<file path="src/rtl/cntr4m_timer_ctrl_pkg.sv">
// Shared definitions for the 4-mode cascadable counter and its controllers:
// counter mode encodings, the timer controller state enum and a small helper.
package cntr4m_timer_ctrl_pkg;

    localparam logic [1:0] MODE_HOLD = 2'b00;
    localparam logic [1:0] MODE_UP   = 2'b01;
    localparam logic [1:0] MODE_DOWN = 2'b10;
    localparam logic [1:0] MODE_LOAD = 2'b11;

    typedef enum logic [1:0] {
        IDLE = 2'd0,
        LOAD = 2'd1,
        RUN  = 2'd2,
        DONE = 2'd3
    } state_t;

    // Counting mode used while the timer runs: down when dir = 1, else up.
    function automatic logic [1:0] run_mode(input logic down);
        return down ? MODE_DOWN : MODE_UP;
    endfunction

endpackage

</file>
<file path="src/rtl/cntr4m_timer_ctrl_if.sv">
// Counter-side bus between the timer controller (master) and a 4-mode
// counter instance (slave): mode, carry-in and load value go out, state and
// carry-out come back.
interface cntr4m_timer_ctrl_if #(
    parameter int WIDTH = 8
);
    logic [1:0]       m;
    logic             Ci;
    logic [WIDTH-1:0] B;
    logic [WIDTH-1:0] Q;
    logic             Co;

    modport master (
        output m,
        output Ci,
        output B,
        input  Q,
        input  Co
    );

    modport slave (
        input  m,
        input  Ci,
        input  B,
        output Q,
        output Co
    );
endinterface

</file>
<file path="src/rtl/cntr4m_timer_chk.sv">
// Protocol checker for the timer controller. Raises a sticky err flag when
// the counter misbehaves: carry-out outside RUN, wrong state after a load,
// or a RUN phase that outlives its programmed length.
// Only instantiated when CNTR_TIMER_CHECK_EN is defined.
module cntr4m_timer_chk
    import cntr4m_timer_ctrl_pkg::*;
#(
    parameter int WIDTH = 8
) (
    input  logic             clk,
    input  logic             rst,
    input  state_t           state,
    input  logic             dir,
    input  logic             stop,
    input  logic [WIDTH-1:0] B,
    input  logic [WIDTH-1:0] Q,
    input  logic             Co,
    output logic             err
);

    logic [WIDTH-1:0] run_idx_reg;
    logic             err_reg;
    logic [WIDTH-1:0] period_eff;
    logic             violation;

    // The programmed distance is recoverable from the load value and direction.
    assign period_eff = dir ? B : ~B;

    // Index run_idx_reg counts RUN cycles from 0; index P is the last legal one,
    // so reaching it without Co (and without an abort) means RUN overruns.
    always_comb begin
        violation = 1'b0;
        if (Co && (state != RUN))
            violation = 1'b1;
        if ((state == RUN) && (run_idx_reg == '0) && (Q != B))
            violation = 1'b1;
        if ((state == RUN) && (run_idx_reg == period_eff) && !Co && !stop)
            violation = 1'b1;
    end

    // Shadow RUN-length counter and sticky error flag.
    always_ff @(posedge clk) begin
        if (rst) begin
            run_idx_reg <= '0;
            err_reg     <= 1'b0;
        end else begin
            if (state == RUN)
                run_idx_reg <= run_idx_reg + 1'b1;
            else
                run_idx_reg <= '0;
            if (violation)
                err_reg <= 1'b1;
        end
    end

    assign err = err_reg;

endmodule

</file>
<file path="src/rtl/cntr4m_timer_ctrl.sv">
// Timer controller for an external 4-mode counter. Loads the counter with a
// value derived from the period so that carry-out fires exactly P+1 RUN
// cycles later, then reports tick/done. One-shot or periodic operation.
// Optional build macro: CNTR_TIMER_CHECK_EN adds a sticky err output fed by
// the cntr4m_timer_chk protocol checker.
module cntr4m_timer_ctrl
    import cntr4m_timer_ctrl_pkg::*;
#(
    parameter int WIDTH = 8
) (
    input  logic                 clk,
    input  logic                 rst,
    input  logic                 start,
    input  logic                 stop,
    input  logic [WIDTH-1:0]     period,
    input  logic                 dir,
    input  logic                 periodic,
    cntr4m_timer_ctrl_if.master  cnt,
    output logic                 busy,
    output logic                 tick,
    output logic                 done
`ifdef CNTR_TIMER_CHECK_EN
    ,
    output logic                 err
`endif
);

    state_t           state_reg;
    logic             dir_reg;
    logic             periodic_reg;
    logic [1:0]       m_reg;
    logic             ci_reg;
    logic [WIDTH-1:0] b_reg;
    logic             tick_reg;
    logic             done_reg;

    // Controller FSM; every counter-facing output is registered alongside the
    // state so that m/Ci/B always match the state they belong to.
    always_ff @(posedge clk) begin
        if (rst) begin
            state_reg    <= IDLE;
            dir_reg      <= 1'b0;
            periodic_reg <= 1'b0;
            m_reg        <= MODE_HOLD;
            ci_reg       <= 1'b0;
            b_reg        <= '0;
            tick_reg     <= 1'b0;
            done_reg     <= 1'b0;
        end else begin
            tick_reg <= 1'b0;
            done_reg <= 1'b0;
            case (state_reg)
                IDLE: begin
                    m_reg  <= MODE_HOLD;
                    ci_reg <= 1'b0;
                    if (start) begin
                        dir_reg      <= dir;
                        periodic_reg <= periodic;
                        // Down counts P..0; up counts ~P..all-ones: both P+1 steps.
                        b_reg        <= dir ? period : ~period;
                        state_reg    <= LOAD;
                        m_reg        <= MODE_LOAD;
                    end
                end
                LOAD: begin
                    if (stop) begin
                        state_reg <= DONE;
                        m_reg     <= MODE_HOLD;
                        ci_reg    <= 1'b0;
                        done_reg  <= 1'b1;
                    end else begin
                        state_reg <= RUN;
                        m_reg     <= run_mode(dir_reg);
                        ci_reg    <= 1'b1;
                    end
                end
                RUN: begin
                    if (stop) begin
                        // Abort takes priority over a coincident terminal count.
                        state_reg <= DONE;
                        m_reg     <= MODE_HOLD;
                        ci_reg    <= 1'b0;
                        done_reg  <= 1'b1;
                    end else if (cnt.Co) begin
                        tick_reg <= 1'b1;
                        ci_reg   <= 1'b0;
                        if (periodic_reg) begin
                            state_reg <= LOAD;
                            m_reg     <= MODE_LOAD;
                        end else begin
                            state_reg <= DONE;
                            m_reg     <= MODE_HOLD;
                            done_reg  <= 1'b1;
                        end
                    end
                end
                DONE: begin
                    state_reg <= IDLE;
                    m_reg     <= MODE_HOLD;
                    ci_reg    <= 1'b0;
                end
                default: begin
                    state_reg <= IDLE;
                    m_reg     <= MODE_HOLD;
                    ci_reg    <= 1'b0;
                end
            endcase
        end
    end

    assign cnt.m  = m_reg;
    assign cnt.Ci = ci_reg;
    assign cnt.B  = b_reg;
    assign busy   = (state_reg == LOAD) || (state_reg == RUN);
    assign tick   = tick_reg;
    assign done   = done_reg;

`ifdef CNTR_TIMER_CHECK_EN
    cntr4m_timer_chk #(
        .WIDTH (WIDTH)
    ) u_chk (
        .clk   (clk),
        .rst   (rst),
        .state (state_reg),
        .dir   (dir_reg),
        .stop  (stop),
        .B     (b_reg),
        .Q     (cnt.Q),
        .Co    (cnt.Co),
        .err   (err)
    );
`endif

endmodule

</file>
<file path="src/flat_wrapper.sv">
// flat-port wrapper written by rule: the top's interface ports become plain ports
module cntr4m_timer_ctrl_flat import cntr4m_timer_ctrl_pkg::*;
#(
    parameter int WIDTH = 8
)
  (clk, rst, start, stop, period, dir, periodic, busy, tick, done, cnt_m, cnt_Ci, cnt_B, cnt_Q, cnt_Co);
  cntr4m_timer_ctrl_if #(.WIDTH(WIDTH)) cnt_i ();
  input  logic clk;
  input  logic rst;
  input  logic start;
  input  logic stop;
  input  logic [WIDTH-1:0] period;
  input  logic dir;
  input  logic periodic;
  output logic busy;
  output logic tick;
  output logic done;
  output wire logic [$bits(cnt_i.m)-1:0] cnt_m;
  output wire logic [$bits(cnt_i.Ci)-1:0] cnt_Ci;
  output wire logic [$bits(cnt_i.B)-1:0] cnt_B;
  input wire logic [$bits(cnt_i.Q)-1:0] cnt_Q;
  input wire logic [$bits(cnt_i.Co)-1:0] cnt_Co;
  assign cnt_m = cnt_i.m;
  assign cnt_Ci = cnt_i.Ci;
  assign cnt_B = cnt_i.B;
  assign cnt_i.Q = cnt_Q;
  assign cnt_i.Co = cnt_Co;
  cntr4m_timer_ctrl #(.WIDTH(WIDTH)) u_core (.clk(clk), .rst(rst), .start(start), .stop(stop), .period(period), .dir(dir), .periodic(periodic), .cnt(cnt_i), .busy(busy), .tick(tick), .done(done));
endmodule
</file>
<file path="config.mk">
export PLATFORM = sky130hd
export DESIGN_NAME = cntr4m_timer_ctrl_flat
export DESIGN_NICKNAME = d
export VERILOG_FILES = /design/src/rtl/cntr4m_timer_ctrl_pkg.sv /design/src/rtl/cntr4m_timer_ctrl_if.sv /design/src/rtl/cntr4m_timer_chk.sv /design/src/rtl/cntr4m_timer_ctrl.sv /design/src/flat_wrapper.sv
export SDC_FILE = /design/constraint.sdc
export NUM_CORES = 1
export LEC_CHECK = 0
export CAP_MARGIN = 25
export CORE_UTILIZATION = 44
export DETAILED_ROUTE_END_ITERATION = 8
export PLACE_DENSITY = 0.83
export SLEW_MARGIN = 20
export SYNTH_ARGS = -nofsm -noshare
export SYNTH_HDL_FRONTEND = slang
export SYNTH_HIERARCHICAL = 1
export SYNTH_SLANG_ARGS = --single-unit
</file>
<file path="constraint.sdc">
create_clock -name clk -period 4.7 [get_ports clk]
set_input_delay 0.705 -clock clk [delete_from_list [all_inputs] [get_ports clk]]
set_output_delay 0.705 -clock clk [all_outputs]
set_load 0.03 [all_outputs]
</file>
==> impl_metrics.env, run 1 <==
export IMPL_status="finished clean"
export IMPL_io_buffers=28
export IMPL_root_buffer="clkbuf_4"
export IMPL_htree_levels=1
export IMPL_vias=754
export IMPL_synth_fp_nets=131
export IMPL_synthFlopType="dfxtp_1"
export IMPL_syn_to_final_growth_pct=37.24
export IMPL_grt_pass1_wl_mm=2.808
export IMPL_globalRoute_totalOverflow=0
export IMPL_dp_cells=150
export IMPL_path_depth=3
export IMPL_async_flop_share_pct=0
export IMPL_cp_data_arrival_time_ns=1.84
export IMPL_drv_cap=0
export IMPL_worst_pin_slew_ns=0.6251
export IMPL_drtIter0Drc=6
export IMPL_synth_area_um2=853.3
export IMPL_tns_ns=0
export IMPL_start_kind="flip-flop"
export IMPL_synth_cells=102
export IMPL_chipHeight_um=46.04
export IMPL_pin_count=37
export IMPL_dieArea_um2=2120
export IMPL_gp_congestion=0.8672
export IMPL_final_cells=154
export IMPL_via_per_inst=4.896
export IMPL_clock_sinks=17
export IMPL_fmax_mhz=392.3
export IMPL_nFillCells=167
export IMPL_largest_reg_flops=8
export IMPL_crit_type="flip-flop to output port"
export IMPL_synth_top_area_share_pct=39.88
export IMPL_wl_per_cell_um=11.40
export IMPL_n_antenna_cell=0
export IMPL_cts_tree="yes"
export IMPL_post_dp_hpwl_mm=1.277
export IMPL_yosysTopAreaCell="dfxtp_1"
export IMPL_cts_buffers=3
export IMPL_required_ns=3.99
export IMPL_ys_seq_elements=17
export IMPL_dieWidth_um=46.04
export IMPL_slowest_delay_ns=0.67
export IMPL_start_util_pct=48.37
export IMPL_yosysSeqAreaShare_pct=39.88
export IMPL_drive_above_1_share_pct=4.651
export IMPL_nNetsFinal=159
export IMPL_worst_slack_ns=2.151
export IMPL_drtPass1Iterations=4
export IMPL_slew_viol_final=0
export IMPL_ctsResizeCount=0
export IMPL_path_buf_inv=2
export IMPL_wl_mm=1.755
export IMPL_clk_latency_ns=0.28
export IMPL_hold_depth=2
export IMPL_cpLargestDelayFamily="buffers and inverters"
export IMPL_path_cells="inv_1 > ha_1 > clkdlybuf4s50_1"
export IMPL_hold_viol=0
export IMPL_powerDensity_nw_per_um2=434.5
export IMPL_synth_common_cells="nand2_1 (23), dfxtp_1 (17), a21oi_1 (13), xnor2_1 (8), ha_1 (6)"
export IMPL_syn_avg_cell_area_um2=8.366
export IMPL_synth_warnings=6
export IMPL_post_cts_buffers=0
export IMPL_ant_nets=0
export IMPL_synth_cell_types=25
export IMPL_worst_path_max_fanout=5
export IMPL_rsz0062_at_grt="false"
export IMPL_r2r_cells=5
export IMPL_max_clock_path_buffers=2
export IMPL_antenna_found_initial=0
export IMPL_holdCritPathClass="flip-flop to flip-flop"
export IMPL_core_region_area_um2=1764
export IMPL_skew_ns=0.003233
export IMPL_peakVddDrop_uv=303.5
export IMPL_cts_hold_buf=0
export IMPL_fin_crit_ns=2.549
export IMPL_cp_slowest_cell="clkdlybuf4s50_1"
export IMPL_synth_area_leaders="dfxtp_1 (40%), nand2_1 (10%), ha_1 (8.8%), xnor2_1 (8.2%), a21oi_1 (7.6%)"
export IMPL_num_rows=15
export IMPL_setup_viol=0
export IMPL_relSlewSlack_pct=58.19
export IMPL_period_share_pct=54.24
export IMPL_clk_pin_slew_worst_paths_ns=0.10
export IMPL_p_leak_nw=0.4367
export IMPL_synth_edff_count=0
export IMPL_yosysMostFrequentCell="nand2_1"
export IMPL_dp_slack_ns=2.471
export IMPL_grt_max_degree=19
export IMPL_track_usage_pct=18.68
export IMPL_grt_pass1_vias=677
export IMPL_cp_end_kind="output port"
export IMPL_remaining_drc_errors=0
## cells in the final DEF (no fill, tap or decap)
master / count
and4bb_2: 1
or3b_1: 1
clkinv_2: 1
ha_1: 6
a21oi_2: 1
clkbuf_4: 3
nor3b_1: 2
nand2b_1: 2
a221oi_1: 1
a21oi_1: 13
dfxtp_1: 17
nand2_1: 23
clkdlybuf4s50_1: 28
a211oi_1: 2
nand3b_1: 1
nor2_1: 3
o211ai_1: 1
a41o_1: 1
and2_1: 3
o31ai_1: 1
inv_1: 3
xnor2_1: 8
and3b_1: 1
o21ai_0: 4
nand3_1: 1
nor2b_1: 1
## through the flow
step	util, %	hold slack (ns)	total power [mW]	instance area (um^2)
detailed placement	64.82	0.4433	0.4342	1144
finish	66.38	0.4540	0.5089	1171
floorplan	-	0.4451	0.3518	853.3
global placement	64.82	0.4373	0.4264	1144
CTS	66.38	0.4585	0.5146	1171
global route	66.38	0.4840	0.5421	1171
## power breakdown
part	internal, mW	total (mW)	leakage [nW]	switching (mW)
clock network	0.0316	0.0770	0.0177	0.0454
logic	0.103	0.243	0.280	0.140
registers	0.171	0.189	0.139	0.0179
## per-layer routing
layer	global-route usage, %	wire (um)	vias up
met4	8.235	6	0
met1	21.50	722	333
met2	32.11	909	26
met5	0	0	-
li1	-	-	393
met3	4.762	117	2
## path summary, 6_finish.rpt
check,start,to,slack (ns)
max,u_core/state_reg[0],busy,2.15
min,u_core/cnt.B[0],u_core/cnt.B[0],0.45
max reg2reg,u_core/state_reg[0],u_core/state_reg[0],3.08
min reg2reg,u_core/cnt.B[0],u_core/cnt.B[0],0.45
## worst min-delay path: cells and delay by family (launching register included)
kind | cells | cell delay [ns]
flops | 1 | 0.32
simple gates | 1 | 0.05
compound gates | 1 | 0.05
## layout make-up
type	count	area (um^2)	share of cell area, %
inverter	3	11.26	0.9615
tap	25	31.28	2.671
multi-input combinational	77	480.5	41.03
clock inverter	1	5.005	0.4274
sequential	17	340.3	29.06
clock buffer	3	22.52	1.923
timing repair buffer	28	280.3	23.93
## kinds of logic after synthesis
| family | share of synthesized area [%] |
|---|---|
| buf+inv | 3.812 |
| xor+xnor | 8.211 |
| compound gates | 16.72 |
| fa+ha+maj | 8.797 |
| simple gates | 22.58 |
| flops | 39.88 |
Power figures use the tool's default switching activity.
==> run 2: changes to the inputs <==
- CORE_UTILIZATION: 44 -> 41
- PLACE_DENSITY: 0.83 -> 0.78
- clock period: 4.7 -> 2.35 ns (I/O delays scaled with it)
==> run 2 against run 1 <==
Hold slack gained 0.0032 ns. Utilization is 6.6 points lower. Sequential share of layout area is essentially flat. Die area up 7.0%. Non-clock buffer count unchanged. Register-to-register slack got worse by 2.4 ns. Total power rose by 100%. Setup slack worse by 2.0 ns.
==> impl_metrics.env, run 2 (synthesis gave the netlist of run 1 again) <==
export IMPL_dieArea_um2=2268
export IMPL_rr_startpoint="u_core/state_reg[0]"
export IMPL_dp_cells=152
export IMPL_start_kind="flip-flop"
export IMPL_post_dp_hpwl_mm=1.368
export IMPL_clk_pin_slew_worst_paths_ns=0.10
export IMPL_cp_data_arrival_time_ns=1.83
export IMPL_period_share_pct=92.90
export IMPL_clock_sinks=17
export IMPL_cts_hold_buf=0
export IMPL_cts_tree="yes"
export IMPL_finalPower_mw=1.020
export IMPL_max_clock_path_buffers=2
export IMPL_postPlaceCellArea_um2=1146
export IMPL_mostFrequentLayoutCells="clkdlybuf4s50_1 (28), nand2_1 (23), dfxtp_1 (17), a21oi_1 (13), xnor2_1 (8)"
export IMPL_clk_latency_ns=0.28
export IMPL_fin_crit_ns=2.183
export IMPL_crit_type="flip-flop to output port"
export IMPL_whs_ns=0.4571
export IMPL_track_usage_pct=18.01
export IMPL_p_leak_nw=0.4340
export IMPL_worst_pin_slew_ns=0.6511
export IMPL_ctsResizeCount=0
export IMPL_required_ns=2.00
export IMPL_drtPass1Iterations=4
export IMPL_nNetsFinal=159
export IMPL_worst_r2r_setup_slack_ns=0.73
export IMPL_drtIter0Drc=7
export IMPL_final_util_pct=59.76
export IMPL_globalRoute_totalOverflow=0
export IMPL_status="finished clean"
export IMPL_chipHeight_um=47.62
export IMPL_wl_per_cell_um=11.82
export IMPL_fin_area_um2=1172
export IMPL_crit_start="u_core/state_reg[0]"
export IMPL_skew_ns=0.002652
export IMPL_ant_nets=0
export IMPL_reg2reg_to="u_core/state_reg[0]"
export IMPL_n_antenna_cell=0
export IMPL_start_util_pct=43.49
export IMPL_worst_path_max_fanout=5
export IMPL_grt_pass1_wl_mm=2.815
export IMPL_antenna_found_initial=0
export IMPL_rsz0062_at_grt="false"
export IMPL_syn_to_final_growth_pct=37.39
export IMPL_grt_max_degree=19
export IMPL_grt_pass1_vias=709
export IMPL_worstHoldStart="u_core/cnt.B[0]"
export IMPL_gp_congestion=0.8861
export IMPL_via_per_inst=5.026
export IMPL_core_region_area_um2=1962
export IMPL_final_cells=156
export IMPL_htree_levels=1
export IMPL_powerDensity_nw_per_um2=870.0
export IMPL_setup_viol=0
export IMPL_dieWidth_um=47.62
export IMPL_relSlewSlack_pct=56.46
export IMPL_remaining_drc_errors=0
export IMPL_drv_cap=0
export IMPL_io_buffers=28
export IMPL_tns_ns=0
export IMPL_hold_viol=0
export IMPL_num_rows=16
export IMPL_layout_commonest_cell="clkdlybuf4s50_1"
export IMPL_nFillCells=190
export IMPL_wl_mm=1.844
export IMPL_r2r_cells=5
export IMPL_peakVddDrop_uv=444.8
export IMPL_cp_end_kind="output port"
export IMPL_cts_buffers=3
export IMPL_largest_reg_flops=8
export IMPL_root_buffer="clkbuf_4"
export IMPL_pin_count=37
export IMPL_drive_above_1_share_pct=3.876
export IMPL_dp_slack_ns=0.4964
export IMPL_worst_slack_ns=0.1670
export IMPL_vias=784
export IMPL_holdCritPathClass="flip-flop to flip-flop"
export IMPL_cp_endpoint="busy"
export IMPL_slew_viol_final=0
export IMPL_post_cts_buffers=0
export IMPL_fmax_mhz=458.1
run 2: area by class of cell:
| type | count | area (um^2) | share of cell area, % |
|---|---|---|---|
| tap | 27 | 33.78 | 2.882 |
| multi-input combinational | 77 | 480.5 | 40.98 |
| sequential | 17 | 340.3 | 29.03 |
| timing repair buffer | 28 | 280.3 | 23.91 |
| clock buffer | 4 | 26.28 | 2.241 |
| inverter | 3 | 11.26 | 0.9605 |
run 2: per-layer routing:
metal	vias to the layer above	track usage, %	wire [um]
met2	25	29.59	949
met4	0	13.89	19
met3	4	4.151	124
li1	397	-	-
met1	358	20.09	750
met5	-	0	0
run 2: power by group:
| group | total [mW] | switching (mW) | internal, mW |
|---|---|---|---|
| logic | 0.488 | 0.283 | 0.206 |
| clock network | 0.153 | 0.0876 | 0.0659 |
| registers | 0.378 | 0.0362 | 0.342 |
run 2: worst min-delay path by stage:
stage,end,cells past startpoint
2_1_floorplan,u_core/dir_reg,2
3_3_place_gp,u_core/cnt.B[6],2
3_5_place_dp,u_core/cnt.B[2],2
4_1_cts,u_core/cnt.B[2],2
5_1_grt,u_core/cnt.B[0],2
6_report,u_core/cnt.B[0],2
run 2: worst max-delay path: stages, from the launching register on:
cell and delay (ns):
dfxtp_1 0.41, inv_1 0.14, ha_1 0.33, clkdlybuf4s50_1 0.67
==> run 3: changes to the inputs <==
==> constraint.sdc (replaced) <==
create_clock -name clk -period 2.5 [get_ports clk]
set_input_delay 0.5 -clock clk [delete_from_list [all_inputs] [get_ports clk]]
set_output_delay 0.5 -clock clk [all_outputs]
set_load 0.03 [all_outputs]
==> run 3 against run 2 <==
Clock power shrank 7%. Design area is the same. Count of clock-buffer cells in the layout is the same. Sequential power shrank 6.1%. Setup slack gained 0.015 ns. Clock skew shrank 0.0016 ns. Sequential share of layout area is the same. Die area is the same. Largest cell class unchanged.
==> impl_metrics.env, run 3 (synthesis gave the netlist of run 1 again) <==
export IMPL_status="finished clean"
export IMPL_largest_reg_flops=8
export IMPL_rsz0062_at_grt="false"
export IMPL_mostFrequentLayoutCells="clkdlybuf4s50_1 (28), nand2_1 (23), dfxtp_1 (17), a21oi_1 (13), xnor2_1 (8)"
export IMPL_max_clock_path_buffers=2
export IMPL_core_region_area_um2=1962
export IMPL_slowest_delay_ns=0.67
export IMPL_final_seq_area_um2=340.3
export IMPL_start_kind="flip-flop"
export IMPL_wl_per_cell_um=11.60
export IMPL_drtIter0Drc=13
export IMPL_clock_sinks=17
export IMPL_cp_end_kind="output port"
export IMPL_grt_pass1_vias=670
export IMPL_grt_pass1_wl_mm=2.677
export IMPL_crit_type="flip-flop to output port"
export IMPL_skew_ns=0.001044
export IMPL_slew_viol_final=0
export IMPL_required_ns=2.00
export IMPL_post_dp_hpwl_mm=1.341
export IMPL_dp_cells=152
export IMPL_holdCritPathClass="flip-flop to flip-flop"
export IMPL_relSlewSlack_pct=57.09
export IMPL_clk_pin_slew_worst_paths_ns=0.09
export IMPL_via_per_inst=5.013
export IMPL_drv_cap=0
export IMPL_htree_levels=1
export IMPL_num_rows=16
export IMPL_dieWidth_um=47.62
export IMPL_remaining_drc_errors=0
export IMPL_syn_to_final_growth_pct=37.39
export IMPL_worst_pin_slew_ns=0.6416
export IMPL_antenna_found_initial=0
export IMPL_ctsResizeCount=0
export IMPL_cts_tree="yes"
export IMPL_worst_path_max_fanout=5
export IMPL_ant_nets=0
export IMPL_gp_congestion=0.8859
export IMPL_postPlaceCellArea_um2=1146
export IMPL_nFillCells=193
export IMPL_io_buffers=28
export IMPL_rr_startpoint="u_core/state_reg[0]"
export IMPL_path_cells="inv_1 > ha_1 > clkdlybuf4s50_1"
export IMPL_post_cts_buffers=0
export IMPL_powerDensity_nw_per_um2=815.7
export IMPL_multiInputGateArea_um2=480.5
export IMPL_track_usage_pct=16.93
export IMPL_crit_start="u_core/state_reg[0]"
export IMPL_fin_crit_ns=2.318
export IMPL_setup_viol=0
export IMPL_pin_count=37
export IMPL_worstHoldStart="u_core/cnt.B[2]"
export IMPL_cpLargestDelayFamily="buffers and inverters"
export IMPL_vias=782
export IMPL_peakVddDrop_uv=555.0
export IMPL_hold_viol=0
export IMPL_dieArea_um2=2268
export IMPL_cp_data_arrival_time_ns=1.82
export IMPL_layout_commonest_cell="clkdlybuf4s50_1"
export IMPL_cp_slowest_cell="clkdlybuf4s50_1"
export IMPL_drtPass1Iterations=4
export IMPL_n_antenna_cell=0
export IMPL_period_share_pct=92.73
export IMPL_path_buf_inv=2
export IMPL_cts_buffers=3
export IMPL_fmax_mhz=431.4
export IMPL_tns_ns=0
export IMPL_final_cells=156
export IMPL_p_leak_nw=0.4340
export IMPL_root_buffer="clkbuf_4"
export IMPL_cts_hold_buf=0
export IMPL_dp_slack_ns=0.5023
export IMPL_worst_slack_ns=0.1818
export IMPL_wl_mm=1.809
export IMPL_start_util_pct=43.49
export IMPL_clk_latency_ns=0.28
export IMPL_nNetsFinal=159
export IMPL_grt_max_degree=19
export IMPL_drive_above_1_share_pct=3.876
export IMPL_fin_area_um2=1172
export IMPL_chipHeight_um=47.62
export IMPL_globalRoute_totalOverflow=0
==> run 3: cell counts in the layout (fill, tap and decap cells not counted) <==
No cell type changed its count.
==> run 3: area by class of cell <==
type,count,area share (%)
Inverter,3,0.9605
Multi-Input combinational cell,77,40.98
Clock buffer,4,2.241
Tap cell,27,2.882
Timing Repair Buffer,28,23.91
Sequential cell,17,29.03
==> run 3: worst reg2reg max path, delay by kind of cell, from the launching register on <==
kind | cells | cell delay, ns
compound gates | 2 | 0.34
fa+ha+maj | 1 | 0.23
flops | 1 | 0.36
buf+inv | 1 | 0.18
simple gates | 1 | 0.46
==> run 3: where the power goes <==
group	switching [mW]	internal (mW)	leakage, nW
clock network	0.0815	0.0619	0.0150
registers	0.0337	0.321	0.139
logic	0.265	0.193	0.280
==> run 3: layer usage <==
layer,track usage (%),vias up,part of all wire (%)
met4,12.22,0,0.50
met5,0,-,0
met2,27.12,30,51
met1,19.41,355,42
li1,-,395,-
met3,4.528,2,6.6
==> run 3: path summary, 6_finish.rpt <==
check,to,slack [ns],cells past startpoint
max,busy,0.18,3
min,u_core/cnt.B[2],0.46,2
max reg2reg,u_core/state_reg[0],0.88,5
min reg2reg,u_core/cnt.B[2],0.46,2
==> run 3: per-stage QoR <==
step                total power, mW  hold slack [ns]  utilization (%)
finish                       0.9563           0.4582            59.76
global placement             0.8015           0.4384            58.42
detailed placement           0.8167           0.4495            58.42
floorplan                    0.6614           0.4451                -
CTS                          0.9661           0.4632            59.76
global route                  1.030           0.4841            59.76
==> RTL change (config.mk and constraints of run 1) <==
Put one more register stage on the output `tick`, with the module's reset. The value now appears one clock later. The other outputs are not delayed to match. Comments in the files are not updated.
--- a/src/rtl/cntr4m_timer_ctrl.sv
+++ b/src/rtl/cntr4m_timer_ctrl.sv
@@ -113,5 +113,11 @@
     assign cnt.B  = b_reg;
     assign busy   = (state_reg == LOAD) || (state_reg == RUN);
-    assign tick   = tick_reg;
+    always_ff @(posedge clk) begin
+        if (rst) begin
+            tick <= '0;
+        end else begin
+            tick <= tick_reg;
+        end
+    end
     assign done   = done_reg;
 
Check against the original RTL: not equivalent (Yosys sat finds a counterexample within 4 cycles, from zero or initial values and one cycle with rst high).
==> RTL change against run 1 <==
Critical path depth did not move; total power rose by 6.6%; wire length rose by 11%; global-route usage rose by 1.0 points; setup slack got worse by 0.017 ns; sequential cell count rose by 1; synthesized area rose by 3.1%; design area rose by 3.0%; cell count rose by 1.3%; worst hold slack got worse by 0.0050 ns; largest cell class unchanged.
==> RTL change: results (changes against run 1) <==
status finished, final reports clean; P_sw 0.2135 mW (+4.8%); CP arrival 1.86 ns (+0.02 ns); H-tree levels 1 (unchanged); WL met3 120 um (+2.6%); Total Wirelength 1943 um (+11%); # setup viols final 0 (unchanged); hold_ws 0.4489 ns (-0.005012 ns); Placed Area 1170 sq um (+2.3%); DR iter-0 viols 31 (+25); pin count of the biggest net entering global routing 20 (+1); GRT Util Overall 19.68% (+1.0 points); first-pass GRT wire length 3070 um (+9.3%); Synth top cells by count nand2_1 (23), dfxtp_1 (18), a21oi_1 (13); wire length on met1 853 um (+18%); Via Count 813 (+7.8%); FILL cells 158 (-5.4%); Avg Inst Size Synth 8.458 sq um (+1.1%); Syn Nets 133 (+1.5%); GR Util met2 33.06% (+0.94 points); Post-CTS Setup Bufs 0 (unchanged); Hold WC Path Type flop to flop; Worst Skew 0.001927 ns (-0.001306 ns); Routability Congestion 0.7596 (-12%); top post-synthesis cells by area dfxtp_1 (41%), nand2_1 (9.8%), ha_1 (8.5%), xnor2_1 (8.0%), a21oi_1 (7.4%); library cells used by synthesis 25 (unchanged); number of global-route vias before repair 732 (+8.1%); met3 Usage GRT 3.529% (-1.2 points); # diodes 0 (unchanged); clk_lat worst skew 0.29 ns; CTS Buffer Depth 2 (unchanged); met1 Use GR 24.94% (+3.4 points); Synth Flop Type dfxtp_1; Seq/Total Area, Yosys 40.97% (+1.1 points); Final HPWL DP 1422 um (+11%); initial antenna violation count 0 (unchanged); Crit Path Max Fanout 5 (unchanged); Least-Margin Pin Slew 0.6668 ns (+0.04169 ns); Peak VDD IR 0.0003233 V (+6.5%); layout cell share with drive strength beyond 1 4.580% (-0.071 points); DP Cell Count 152 (+1.3%); fin cells 156 (+1.3%); Pleak 0.4503 nW (+3.1%); first drt pass iteration count 4 (unchanged); met2 wire length 919 um (+1.1%)
## RTL change: layout make-up
class                   count  area, sq um  area share, %
inverters                   3        11.26         0.9336
clock buffers               4        36.28          3.008
flip-flops and latches     18        360.3          29.88
repair buffers             28        280.3          23.24
multi-input cells          78        486.7          40.35
well taps                  25        31.28          2.593
## RTL change: power groups by stage
| stage | Clock (mW) | Combinational [mW] | Sequential, mW |
|---|---|---|---|
| 2_1_floorplan | 0 | 0.127 | 0.234 |
| 6_report | 0.0967 | 0.248 | 0.198 |
| 4_1_cts | 0.0977 | 0.247 | 0.198 |
| 5_1_grt | 0.105 | 0.270 | 0.201 |
| 3_5_place_dp | 0 | 0.245 | 0.201 |
| 3_3_place_gp | 0 | 0.235 | 0.200 |
## RTL change: path summary, 6_finish.rpt
path                            depth (start not counted)  slack (ns)                   to           startpoint
worst max register to register                          5        2.96  u_core/state_reg[0]  u_core/state_reg[0]
worst min-delay path                                    1        0.45          u_core/tick      u_core/tick_reg
worst min register to register                          1        0.45          u_core/tick      u_core/tick_reg
worst max-delay path                                    3        2.13                 busy  u_core/state_reg[0]
## RTL change: logic make-up (layout without fill, tap and decap cells)
| group | count (synthesis) | in the layout | share of synthesized area (%) |
|---|---|---|---|
| adders and majority gates | 6 | 6 | 8.535 |
| buffers and inverters | 8 | 35 | 3.698 |
| DFF | 18 | 18 | 40.97 |
| and+or+nand+nor | 40 | 40 | 22.62 |
| AOI/OAI and AO/OA | 24 | 24 | 16.22 |
| xor gates and xnor gates | 8 | 8 | 7.966 |
## RTL change: stage by stage
stage / setup slack [ns] / util, %
after floorplan: 3.074 / -
after global placement: 2.521 / 64.93
after detailed placement: 2.482 / 64.93
after CTS: 2.154 / 66.94
after global routing: 2.054 / 66.94
final: 2.134 / 66.94
